**config.mk**
```make
export PLATFORM = sky130hd
export DESIGN_NAME = bin_to_bcd_seq_flat
export DESIGN_NICKNAME = d
export VERILOG_FILES = /design/src/rtl/bin_to_bcd_seq_pkg.sv /design/src/rtl/bin_to_bcd_seq_if.sv /design/src/rtl/bcd_digit_adjust.sv /design/src/rtl/bin_to_bcd_seq.sv /design/src/flat_wrapper.sv
export SDC_FILE = /design/constraint.sdc
export NUM_CORES = 1
export LEC_CHECK = 0
export BUFFER_PORTS_ARGS = -buffer_cell sky130_fd_sc_hd__buf_2
export CORE_MARGIN = 4
export CORE_UTILIZATION = 60
export CTS_CLUSTER_DIAMETER = 30
export CTS_CLUSTER_SIZE = 24
export DETAILED_ROUTE_END_ITERATION = 16
export MAX_ROUTING_LAYER = met4
export PLACE_DENSITY = 0.88
export SYNTH_ARGS = -nofsm -noshare
export SYNTH_HDL_FRONTEND = slang
export SYNTH_SLANG_ARGS = --single-unit
```
**constraint.sdc**
```tcl
create_clock -name clk -period 2.2 [get_ports clk]
set_input_delay 0.22 -clock clk [delete_from_list [all_inputs] [get_ports clk]]
set_output_delay 0.22 -clock clk [all_outputs]
set_load 0.01 [all_outputs]
```
**src/rtl/bin_to_bcd_seq_pkg.sv**
```systemverilog
`default_nettype none
// ============================================================================
// bcd_pkg : shared state encoding and digit-adjust constants for bin_to_bcd_seq
// Rev 1.0
// ============================================================================
package bcd_pkg;

  typedef enum logic [0:0] {
    IDLE    = 1'b0,
    CONVERT = 1'b1
  } state_t;

  localparam int         BCD_DIGIT_W    = 4;
  localparam logic [3:0] BCD_ADJ_THRESH = 4'd5;
  localparam logic [3:0] BCD_ADJ_ADD    = 4'd3;

endpackage
`default_nettype wire

```
**src/rtl/bin_to_bcd_seq_if.sv**
```systemverilog
`default_nettype none
// ============================================================================
// bin_to_bcd_seq_if : start/busy/done handshake and data for the BCD converter
// Rev 1.0
// ============================================================================
interface bin_to_bcd_seq_if #(
  parameter int WIDTH  = 8,
  parameter int DIGITS = 3
) ();

  logic                  start;
  logic [WIDTH-1:0]      bin;
  logic                  busy;
  logic                  done;
  logic [4*DIGITS-1:0]   bcd;
  logic                  overflow;

  modport master (output start, output bin, input busy, input done, input bcd, input overflow);
  modport slave  (input start, input bin, output busy, output done, output bcd, output overflow);

endinterface
`default_nettype wire

```
**src/rtl/bcd_digit_adjust.sv**
```systemverilog
`default_nettype none
// ============================================================================
// bcd_digit_adjust : one double-dabble digit correction, add 3 when digit >= 5
// Rev 1.0
// ============================================================================
module bcd_digit_adjust
  import bcd_pkg::*;
(
  input  logic [BCD_DIGIT_W-1:0] din,
  output logic [BCD_DIGIT_W-1:0] dout
);

  always_comb begin
    dout = (din >= BCD_ADJ_THRESH) ? din + BCD_ADJ_ADD : din;
  end

endmodule
`default_nettype wire

```
**src/rtl/bin_to_bcd_seq.sv**
```systemverilog
`default_nettype none
// ============================================================================
// bin_to_bcd_seq : sequential shift-add-3 binary to packed BCD converter
// Rev 1.0
// ============================================================================
module bin_to_bcd_seq
  import bcd_pkg::*;
#(
  parameter int WIDTH  = 8,
  parameter int DIGITS = 3
) (
  input  wire logic           clk,
  input  wire logic           clr,
  bin_to_bcd_seq_if.slave     bus
);

  localparam int BCD_W = BCD_DIGIT_W * DIGITS;
  localparam int CNT_W = $clog2(WIDTH + 1);

  state_t                   r_state;
  state_t                   w_state_nx;
  logic                     w_busy;
  logic [WIDTH-1:0]         r_bin;
  logic [BCD_W-1:0]         r_scratch;
  logic [BCD_W-1:0]         w_adj;
  logic [BCD_W-1:0]         r_bcd;
  logic                     r_sticky;
  logic                     r_ovf;
  logic                     r_done;
  logic [CNT_W-1:0]         r_cnt;
  logic [BCD_W+WIDTH-1:0]   w_shift;
  logic                     w_last;

  genvar gi;
  generate
    for (gi = 0; gi < DIGITS; gi++) begin : g_adj
      bcd_digit_adjust u_adj (
        .din  (r_scratch[gi*BCD_DIGIT_W +: BCD_DIGIT_W]),
        .dout (w_adj[gi*BCD_DIGIT_W +: BCD_DIGIT_W])
      );
    end
  endgenerate

  // Adjusted scratch and binary shift as one register; the top bit falls into overflow.
  assign w_shift = {w_adj, r_bin} << 1;
  assign w_last  = (r_cnt == CNT_W'(1));

  always_comb begin
    w_state_nx = r_state;
    w_busy     = 1'b0;
    case (r_state)
      IDLE:    if (bus.start) w_state_nx = CONVERT;
      CONVERT: begin
        w_busy = 1'b1;
        if (w_last) w_state_nx = IDLE;
      end
      default: w_state_nx = IDLE;
    endcase
  end

  always_ff @(posedge clk or negedge clr) begin
    if (!clr) r_state <= IDLE;
    else      r_state <= w_state_nx;
  end

  always_ff @(posedge clk or negedge clr) begin
    if (!clr) begin
      r_bin     <= '0;
      r_scratch <= '0;
      r_sticky  <= 1'b0;
      r_cnt     <= '0;
      r_bcd     <= '0;
      r_ovf     <= 1'b0;
      r_done    <= 1'b0;
    end else begin
      r_done <= 1'b0;
      case (r_state)
        IDLE: begin
          if (bus.start) begin
            r_bin     <= bus.bin;
            r_scratch <= '0;
            r_sticky  <= 1'b0;
            r_cnt     <= CNT_W'(WIDTH);
          end
        end
        CONVERT: begin
          r_bin     <= w_shift[WIDTH-1:0];
          r_scratch <= w_shift[BCD_W+WIDTH-1:WIDTH];
          r_sticky  <= r_sticky | w_adj[BCD_W-1];
          r_cnt     <= r_cnt - CNT_W'(1);
          if (w_last) begin
            r_bcd  <= w_shift[BCD_W+WIDTH-1:WIDTH];
            r_ovf  <= r_sticky | w_adj[BCD_W-1];
            r_done <= 1'b1;
          end
        end
        default: ;
      endcase
    end
  end

  assign bus.busy     = w_busy;
  assign bus.done     = r_done;
  assign bus.bcd      = r_bcd;
  assign bus.overflow = r_ovf;

endmodule
`default_nettype wire
```
**src/flat_wrapper.sv**
```systemverilog
// flat-port wrapper written by rule: the top's interface ports become plain ports
module bin_to_bcd_seq_flat import bcd_pkg::*;
#(
  parameter int WIDTH  = 8,
  parameter int DIGITS = 3
)
  (clk, clr, bus_start, bus_bin, bus_busy, bus_done, bus_bcd, bus_overflow);
  bin_to_bcd_seq_if #(.WIDTH(WIDTH), .DIGITS(DIGITS)) bus_i ();
  input  wire logic clk;
  input  wire logic clr;
  input wire logic [$bits(bus_i.start)-1:0] bus_start;
  input wire logic [$bits(bus_i.bin)-1:0] bus_bin;
  output wire logic [$bits(bus_i.busy)-1:0] bus_busy;
  output wire logic [$bits(bus_i.done)-1:0] bus_done;
  output wire logic [$bits(bus_i.bcd)-1:0] bus_bcd;
  output wire logic [$bits(bus_i.overflow)-1:0] bus_overflow;
  assign bus_i.start = bus_start;
  assign bus_i.bin = bus_bin;
  assign bus_busy = bus_i.busy;
  assign bus_done = bus_i.done;
  assign bus_bcd = bus_i.bcd;
  assign bus_overflow = bus_i.overflow;
  bin_to_bcd_seq #(.WIDTH(WIDTH), .DIGITS(DIGITS)) u_core (.clk(clk), .clr(clr), .bus(bus_i));
endmodule
```
* Yosys cells after proc, flatten, opt, wreduce, memory -nomap -nowiden
Cells that the tools add are included.
Word-level totals: register bits after elaboration 40
Cells by class: add/sub/neg operators 4, $lt $le $gt $ge 3, eq/ne operators 2, mux-type cells 17, bitwise operators 2, reduce and logical (&&, ||, !) cells 1
Operators by type and width (count):
- 12-bit case mux with 2 select lines | 1
- 4-bit two-way mux | 4
- 8-bit case mux with 2 select lines | 1
- 4-bit by 2-bit adder with 4-bit output (second input constant) | 3
- 4-bit by 3-bit >= comparator with 1-bit output (second input constant) | 3
- 12-bit two-way mux | 1
- 8-bit two-way mux | 1
- 4-bit case mux with 2 select lines | 1
- 1-bit two-way mux | 6
- 4-bit by 1-bit equality test with 1-bit output (second input constant) | 1
- 1-bit case mux with 2 select lines | 2
- 4-bit by 1-bit subtractor with 4-bit output (second input constant) | 1
- 2-bit inequality test (second input constant) | 1
- 2-bit AND reduction | 1
- 1-bit inverter | 1
- 1-bit bitwise OR | 1

* Depth between registers and ports, before layout
Gate-level depths: netlist (run 1).
word-level depth 4, mapped depth 6

* Modules after synthesis
Synthesis (run 1) repeated with hierarchy kept, for this count alone.
Second synthesis, totals: cells, all modules 164, area, all modules 1954.4 um^2
By module, submodules not included:
- bin_to_bcd_seq | instances 1, cells each 116, area an instance 1650.3 um^2
- bcd_digit_adjust | instances 3, cells each 16, area an instance 101.3 um^2

* Least setup slack after synthesis (run 1)
No wires, ideal clock.
kind reg-to-reg, from register u_core.r_scratch[8], to register u_core.r_bcd[10] (netlist: u_core.bus.bcd[10]), arrival time 1429 ps, path slack 688 ps, stages on the path, launching flop included 7, buffers on the path 0, clock period less this slack 1512 ps, cell sequence dfrtp_1 -> inv_1 -> ha_1 -> nand2b_1 -> a21oi_1 -> mux2_2 -> o21ai_0
On the way: longest elaborated chain between the ends 2, elaborated cells between the ends (all ways) 3, those cells by class add/sub (1); order compare (1); mux (1)
RTL lines:
- from (decl) | line bin_to_bcd_seq.sv:24 | logic [BCD_W-1:0] r_scratch;
- from (signal assigned) | line bin_to_bcd_seq.sv:88 | r_scratch <= w_shift[BCD_W+WIDTH-1:WIDTH];
- 4-bit by 2-bit adder with 4-bit output or 4-bit by 3-bit >= comparator with 1-bit output (tied branches) | line bcd_digit_adjust.sv:14 | dout = (din >= BCD_ADJ_THRESH) ? din + BCD_ADJ_ADD : din;
- 4-bit two-way mux * | line bcd_digit_adjust.sv:14
- to (signal assigned) | line bin_to_bcd_seq.sv:92 | r_bcd <= w_shift[BCD_W+WIDTH-1:WIDTH];
- to (decl) | line bin_to_bcd_seq.sv:26 | logic [BCD_W-1:0] r_bcd;
Mark *: on every way between the ends. The rest lies on a longest branch, timed or not. A chain may end at the register's enable or synchronous reset.

* Worst setup path in the final report (run 1)
Same ends and word-level chain as after synthesis.

==> results of run 1 <==
==> power by group <==
part	internal (µW)	total, µW	switching [µW]
Sequential	1060	1310	248
Combinational	699	1470	776
Clock	123	366	243
Total	1880	3150	1270
==> metal layers <==
layer / global-route usage (%) / wire length [µm] / vias up
li1: - / - / 671
met1: 23.2 / 1640 / 654
met2: 33.1 / 1800 / 26
met3: 3.29 / 127 / 6
met4: 7.25 / 47 / 0
met5: - / 0 / -
==> final cells by class <==
class                   instances  share of cell area [%]
clock inverters                 3                   0.866
well taps                      44                    2.54
inverters                       9                    1.67
repair buffers                 27                    6.58
clock buffers                   5                    1.73
multi-input cells             124                    40.4
flip-flops and latches         40                    46.2
==> per-stage QoR <==
| stage | setup slack [ns] | utilization [%] | instance area [µm²] |
|---|---|---|---|
| after floorplan | 0.688 | - | 1950 |
| after detailed placement | 0.556 | 68.3 | 2100 |
| after global routing | 0.406 | 70.4 | 2170 |
| after CTS | 0.532 | 70.4 | 2170 |
| after global placement | 0.636 | 68.3 | 2100 |
| final | 0.531 | 70.4 | 2170 |
==> final timing paths <==
check                                            to  slack (ns)           startpoint
worst max-delay path             u_core.bus.bcd[10]        0.53  u_core.r_scratch[8]
worst min-delay path                u_core.r_bin[0]        0.14           bus_bin[0]
worst max register to register   u_core.bus.bcd[10]        0.53  u_core.r_scratch[8]
worst min register to register    u_core.bus.bcd[7]        0.50    u_core.bus.bcd[7]
max in group asynchronous           u_core.r_bin[5]        1.15                  clr
min in group asynchronous       u_core.r_scratch[3]        0.51                  clr
==> synth_stat cells (all sizes together), types with 2 or more instances <==
cell type  number  area (µm²)
buf             7        35.0
a21oi           9        52.6
inv             9        36.3
nor3            5        25.0
o31ai           2        15.0
nand2          20        75.1
xnor2           4        35.0
a21o            6        47.6
nor2            6        22.5
ha              8         100
o21ai          18        90.1
nand2b         11        68.8
nor3b           6        45.0
mux2            6        82.6
dfrtp          40        1000
mux2i          16         160
==> registers in the layout (all words and copies together), names as in the netlist <==
signal / cells
u_core.r_cnt: 4
u_core.bus.overflow: 1
u_core.r_sticky: 1
u_core.bus.done: 1
u_core.r_scratch: 12
u_core.bus.bcd: 12
u_core.r_bin: 8
u_core.r_state: 1
==> cell families (layout without fill, tap and decap cells) <==
kind of cell | Yosys count | after routing | synth area share (%)
adder cells (fa/ha/maj) | 8 | 8 | 5.13
multiplexers | 22 | 22 | 12.4
AO/OA/AOI/OAI | 38 | 38 | 11.7
buffers and inverters | 17 | 44 | 3.85
AND/OR/NAND/NOR | 51 | 51 | 13.3
XOR/XNOR | 5 | 5 | 2.24
flip-flops | 40 | 40 | 51.3
==> critical path: stages (launching register included) <==
cell,delay [ns]
dfrtp_1,0.42
inv_1,0.10
ha_1,0.22
nand2b_1,0.09
a21oi_1,0.24
mux2_2,0.38
o21ai_0,0.14
==> cell usage in the layout (no fill, tap or decap), drive strengths merged, types with 4 or more instances in the layout <==
master  instances
ha              8
a21oi           9
nor2            6
nor3            5
mux2            6
a21o            6
mux2i          16
clkbuf          5
xnor2           4
nor3b           6
nand2          20
buf            26
nand2b         11
dfrtp          40
o21ai          18
inv             9
==> repair_timing <==
| item | 4_1_cts | 5_1_grt |
|---|---|---|
| setup buffers | 0 | 0 |
| endpoints found under the hold margin | 23 | 0 |
| hold buffers | 1 | 0 |
==> out/qor.csv, run 1 <==
stage;metric;value;unit
status;outcome;complete, no violations;
sta;post-route-period-util;75.9;%
sta;skew;0.0174;ns
logic_synthesis;synth-async-reset-ratio;100;%
worst_setup_path;criticalPathCategory;register to register;
final_layout;drive_gt1_share;22.1;%
sta;finalHoldViolations;0;
sta;rsz0062_at_grt;no;
routing;drc;0;
die;die_y;65.0;µm
sta;tightest_slew;0.856;ns
clock_network;cts_max_level;2;
sta;tns;0;ns
final_layout;n_antenna_cell;0;
sta;finalMaxSlewViolations;0;
worst_setup_path;critical_path_peak_fanout;4;
logic_synthesis;synth.distinct_cells;29;
routing;wl_per_cell;14.3;µm
sta;relSlewSlack;42.9;%
sta;fmax;599;MHz
die;dieWidth;65.0;µm
logic_synthesis;ys_seq_area_share;51.3;%
worst_setup_path;worst_ep_arrival_time;1.93;ns
worst_setup_path;required;2.46;ns
clock_network;cts_buffer_depth;2;
logic_synthesis;syn-num-nets;200;
clock_network;cts_resized;0;
min_path;worstHoldPathType;primary input to register;
power;leakagePower;0.00108;µW
power;power.density;1450;mW/mm²
die;floorplan.initialDensity;63.4;%
min_path;holdPathStages;3;
routing;ant_nets;0;
clock_network;worstSkewPairLatency;0.35;ns
placed_design;gp_congestion;0.731;
final_layout;stdcell_count;252;
routing;routed_wl;3610;µm
global_routing;grt_overflow;0;
clock_network;cts.root.buffer_cell;clkbuf_4;
logic_synthesis;synth_edf_count;0;
power;p_total;3150;µW
global_routing;grt_pass1_wl;6160;µm
die;core;0.00308;mm²
final_layout;fill_cells;234;
final_layout;regArea;0.00100;mm²
die;rows;20;
global_routing;grt_usage;19.4;%
final_layout;multi_input_area;876;µm²
power;ir_drop;0.762;mV
global_routing;grt_pass1_vias;1377;
logic_synthesis;synth_cells;181;
sta;min_period;1.67;ns
global_routing;antenna_found_initial;0;
flow_run;maxCapViolCount;0;
clock_network;tritoncts;built;
routing;drt-initial-drc-count;45;
logic_synthesis;synth_area;0.00195;mm²
worst_setup_path;end_kind;register;
final_layout;nets;226;
clock_network;clock_sinks;40;
logic_synthesis;synth.avg_cell_area;10.8;µm²
worst_setup_path;start_kind;register;
die;dieArea;0.00423;mm²
routing;drt_first_pass_iters;4;
sta;hold_ws;0.138;ns
routing;avgViaCountPerCell;5.38;
logic_synthesis;synthFlopType;dfrtp_1;
placed_design;place_hpwl;2570;µm
final_layout;area_delta_synth_final;11.0;%
placed_design;port-buffer-count;25;
routing;vias;1357;
global_routing;grt_start_max_net_pins;45;
logic_synthesis;ys_ff_latch;40;
worst_setup_path;ff2ff_path_depth;6;
die;num_io_pins;26;
sta;finalSetupViolations;0;
clock_network;cts_buffers;5;
placed_design;dp_cells;243;
logic_synthesis;yosysWarnings;0;
clock_network;clk_pin_slew_worst_paths;0.11;ns
(Power assumes the default switching activity.)
==> inputs of run 2 (changes only) <==
--- a/config.mk
+++ b/config.mk
@@ -7,12 +7,12 @@
 export LEC_CHECK = 0
 export BUFFER_PORTS_ARGS = -buffer_cell sky130_fd_sc_hd__buf_2
 export CORE_MARGIN = 4
-export CORE_UTILIZATION = 60
+export CORE_UTILIZATION = 51
 export CTS_CLUSTER_DIAMETER = 30
 export CTS_CLUSTER_SIZE = 24
 export DETAILED_ROUTE_END_ITERATION = 16
 export MAX_ROUTING_LAYER = met4
-export PLACE_DENSITY = 0.88
+export PLACE_DENSITY = 0.8
 export SYNTH_ARGS = -nofsm -noshare
 export SYNTH_HDL_FRONTEND = slang
 export SYNTH_SLANG_ARGS = --single-unit
==> constraint.sdc (replaced) <==
create_clock -name clk -period 1.4 [get_ports clk]
set_input_delay 0.14 -clock clk [delete_from_list [all_inputs] [get_ports clk]]
set_output_delay 0.14 -clock clk [all_outputs]
set_load 0.01 [all_outputs]
==> out/qor.csv, run 2 (synthesized netlist as in run 1, its figures left out) <==
stage;metric;value;unit;change
final_layout;drive_gt1_share;37.0;%;+15 points
clock_network;cts.root.buffer_cell;clkbuf_8;;
flow_run;maxCapViolCount;0;;unchanged
final_layout;n_antenna_cell;0;;unchanged
routing;drc;0;;unchanged
global_routing;grt_overflow;0;;unchanged
clock_network;clk_pin_slew_worst_paths;0.08;ns;-0.03 ns
worst_setup_path;reg2reg_to;u_core.r_scratch[10];;
routing;routed_wl;3920;µm;+8.6%
global_routing;met2_usage;28.2;%;-4.9 points
final_layout;area_delta_synth_final;28.7;%;
worst_setup_path;critical_path.top_delay_family;multiplexers;;
global_routing;grt_pass1_vias;1371;;-0.44%
worst_setup_path;required;1.62;ns;-0.84 ns
global_routing;use_met3;6.04;%;+2.8 points
sta;tightest_slew;0.490;ns;-0.366 ns
global_routing;grt_start_max_net_pins;41;;-8.9%
power;ir_drop;1.32;mV;+73%
die;core;0.00369;mm²;+20%
global_routing;use_met1;21.2;%;-1.9 points
final_layout;multi_input_area;0.00101;mm²;+15%
routing;avgViaCountPerCell;5.08;;-5.6%
die;rows;22;;+10%
min_path;whs_endpoint;u_core.r_bin[0];;
worst_setup_path;start_kind;register;;
final_layout;nets;245;;+8.4%
routing;vias;1398;;+3.0%
final_layout;final_cell_mix;dfrtp_1 (40), buf_2 (25), nand2_1 (20);;
clock_network;tritoncts;built;;
worst_setup_path;cp_num_buf_inv;0;;-1
worst_setup_path;worst_ep_arrival_time;1.66;ns;-0.27 ns
global_routing;grt_usage;17.6;%;-1.8 points
global_routing;busiest_layer;met2;;
sta;finalMaxSlewViolations;0;;unchanged
final_layout;fin_area;0.00251;mm²;+16%
sta;finalSetupViolations;6;;+6
die;num_io_pins;26;;unchanged
worst_setup_path;end_kind;register;;
placed_design;dpl_cell_area;0.00225;mm²;+7.3%
power;power.density;2430;mW/mm²;+67%
placed_design;place_hpwl;2600;µm;+1.4%
status;violations;setup timing;;
sta;relSlewSlack;67.3;%;+24 points
sta;min_period;1.43;ns;-0.235 ns
clock_network;cts_max_level;2;;unchanged
min_path;worstHoldPathType;primary input to register;;
sta;finalHoldViolations;0;;unchanged
routing;drt_first_pass_iters;4;;unchanged
worst_setup_path;ff2ff_setup_slack;-0.03;ns;-0.57 ns
final_layout;fill_cells;267;;+14%
placed_design;port-buffer-count;25;;unchanged
final_layout;regArea;0.00100;mm²;unchanged
worst_setup_path;max_stage_delay;0.43;ns;about the same
worst_setup_path;crit_slowest_cell;dfrtp_1;;
worst_setup_path;cp_cell_sequence;ha_2 -> nand2b_4 -> a21oi_4 -> mux2_4 -> mux2i_1;;
placed_design;gp_congestion;0.829;;+13%
sta;post-route-period-util;102;%;+27 points
worst_setup_path;r2r_start;u_core.r_scratch[8];;
worst_setup_path;critical_path_peak_fanout;4;;unchanged
die;floorplan.initialDensity;52.9;%;-10 points
worst_setup_path;ff2ff_path_depth;5;;-1
clock_network;worstSkewPairLatency;0.30;ns;-0.05 ns
sta;fmax;697;MHz;+16%
die;die_y;69.9;µm;+7.4%
final_layout;final_common_cell;dfrtp_1;;
status;outcome;finished with violations;;
routing;drt-initial-drc-count;81;;+80%
die;dieArea;0.00488;mm²;+15%
sta;skew;0.0125;ns;-0.00485 ns
power;leakagePower;0.00121;µW;+12%
global_routing;antenna_found_initial;0;;unchanged
die;dieWidth;69.9;µm;+7.4%
sta;rsz0062_at_grt;yes;;
routing;ant_nets;0;;unchanged
sta;layout_setup_ws;-0.0338;ns;-0.565 ns
sta;hold_ws;0.107;ns;-0.0317 ns
global_routing;grt_pass1_wl;6580;µm;+6.8%
clock_network;cts_buffer_depth;2;;unchanged
min_path;holdPathStages;3;;unchanged
clock_network;cts_buffers;5;;unchanged
routing;wl_per_cell;14.3;µm;-0.50%
worst_setup_path;criticalPathCategory;register to register;;
clock_network;clock_sinks;40;;unchanged
min_path;hold_start;bus_bin[0];;
-- run 2: cell types whose count changed in the layout (fill, tap and decap cells not counted), moves of 4 or more --
cell      before  now
clkbuf_8       0    6
inv_2          0    5
clkbuf_4       5    0
o21ai_0       16   12
ha_1           8    2
inv_1          8    3
o21ai_1        2    6
buf_4          1   18
-- run 2: routing by layer --
layer / wire length, µm / part of all wire [%]
met3: 154 / 3.9
met4: 53 / 1.4
met5: 0 / 0
met2: 1970 / 50
met1: 1750 / 44
-- run 2: worst reg2reg max path, cell delays in order, from the launching register on --
cell and delay [ns]:
dfrtp_1 0.43, ha_2 0.20, nand2b_4 0.14, a21oi_4 0.14, mux2_4 0.32, mux2i_1 0.12
-- run 2: power by group --
group          internal (µW)  leakage, µW  switching [µW]  total [µW]
logic                   1720     0.000672            1480        3200
clock network            399    0.0000434             411         810
registers               1670     0.000500             421        2090
total                   3790      0.00121            2310        6100
-- run 2: final cells by class --
type | instances | share of cell area, %
sequential | 40 | 39.8
multi-input combinational | 124 | 40.1
clock buffer | 6 | 3.29
tap | 48 | 2.39
timing repair buffer | 46 | 12.4
inverter | 9 | 1.44
clock inverter | 2 | 0.598
-- run 2: what timing repair did --
item | CTS | global route
gates resized for setup | 17 | 8
endpoints found under the hold margin | 40 | 0
setup buffers | 3 | 3
hold buffers | 1 | 0
gates cloned | 0 | 0
pin swaps | 2 | 3
setup endpoints to repair | 12 | 16
-- run 2: how the worst max path moves through the flow --
| stage | start | end | slack [ns] | cells past startpoint |
|---|---|---|---|---|
| finish | u_core.r_scratch[8] | u_core.r_scratch[10] | -0.03 | 5 |
| global route | u_core.r_scratch[8] | u_core.bus.bcd[10] | -0.12 | 5 |
| global placement | u_core.r_scratch[8] | u_core.bus.bcd[10] | -0.03 | 5 |
| floorplan | u_core.r_scratch[4] | u_core.bus.bcd[6] | 0.001 | 5 |
| detailed placement | u_core.r_scratch[5] | u_core.bus.bcd[6] | -0.16 | 6 |
| CTS | u_core.r_scratch[8] | u_core.bus.bcd[10] | -0.03 | 5 |
-- run 2: stage by stage --
stage	utilization [%]	std cells	setup TNS, ns	total power, µW	worst slack [ns]
CTS	66.6	272	-0.0865	5940	-0.0259
detailed placement	61.1	260	-0.583	4760	-0.161
floorplan	-	181	0	3880	0.00118
global route	68.1	275	-0.694	6590	-0.116
global placement	61.1	260	-0.0622	4630	-0.0337
finish	68.1	275	-0.124	6100	-0.0338
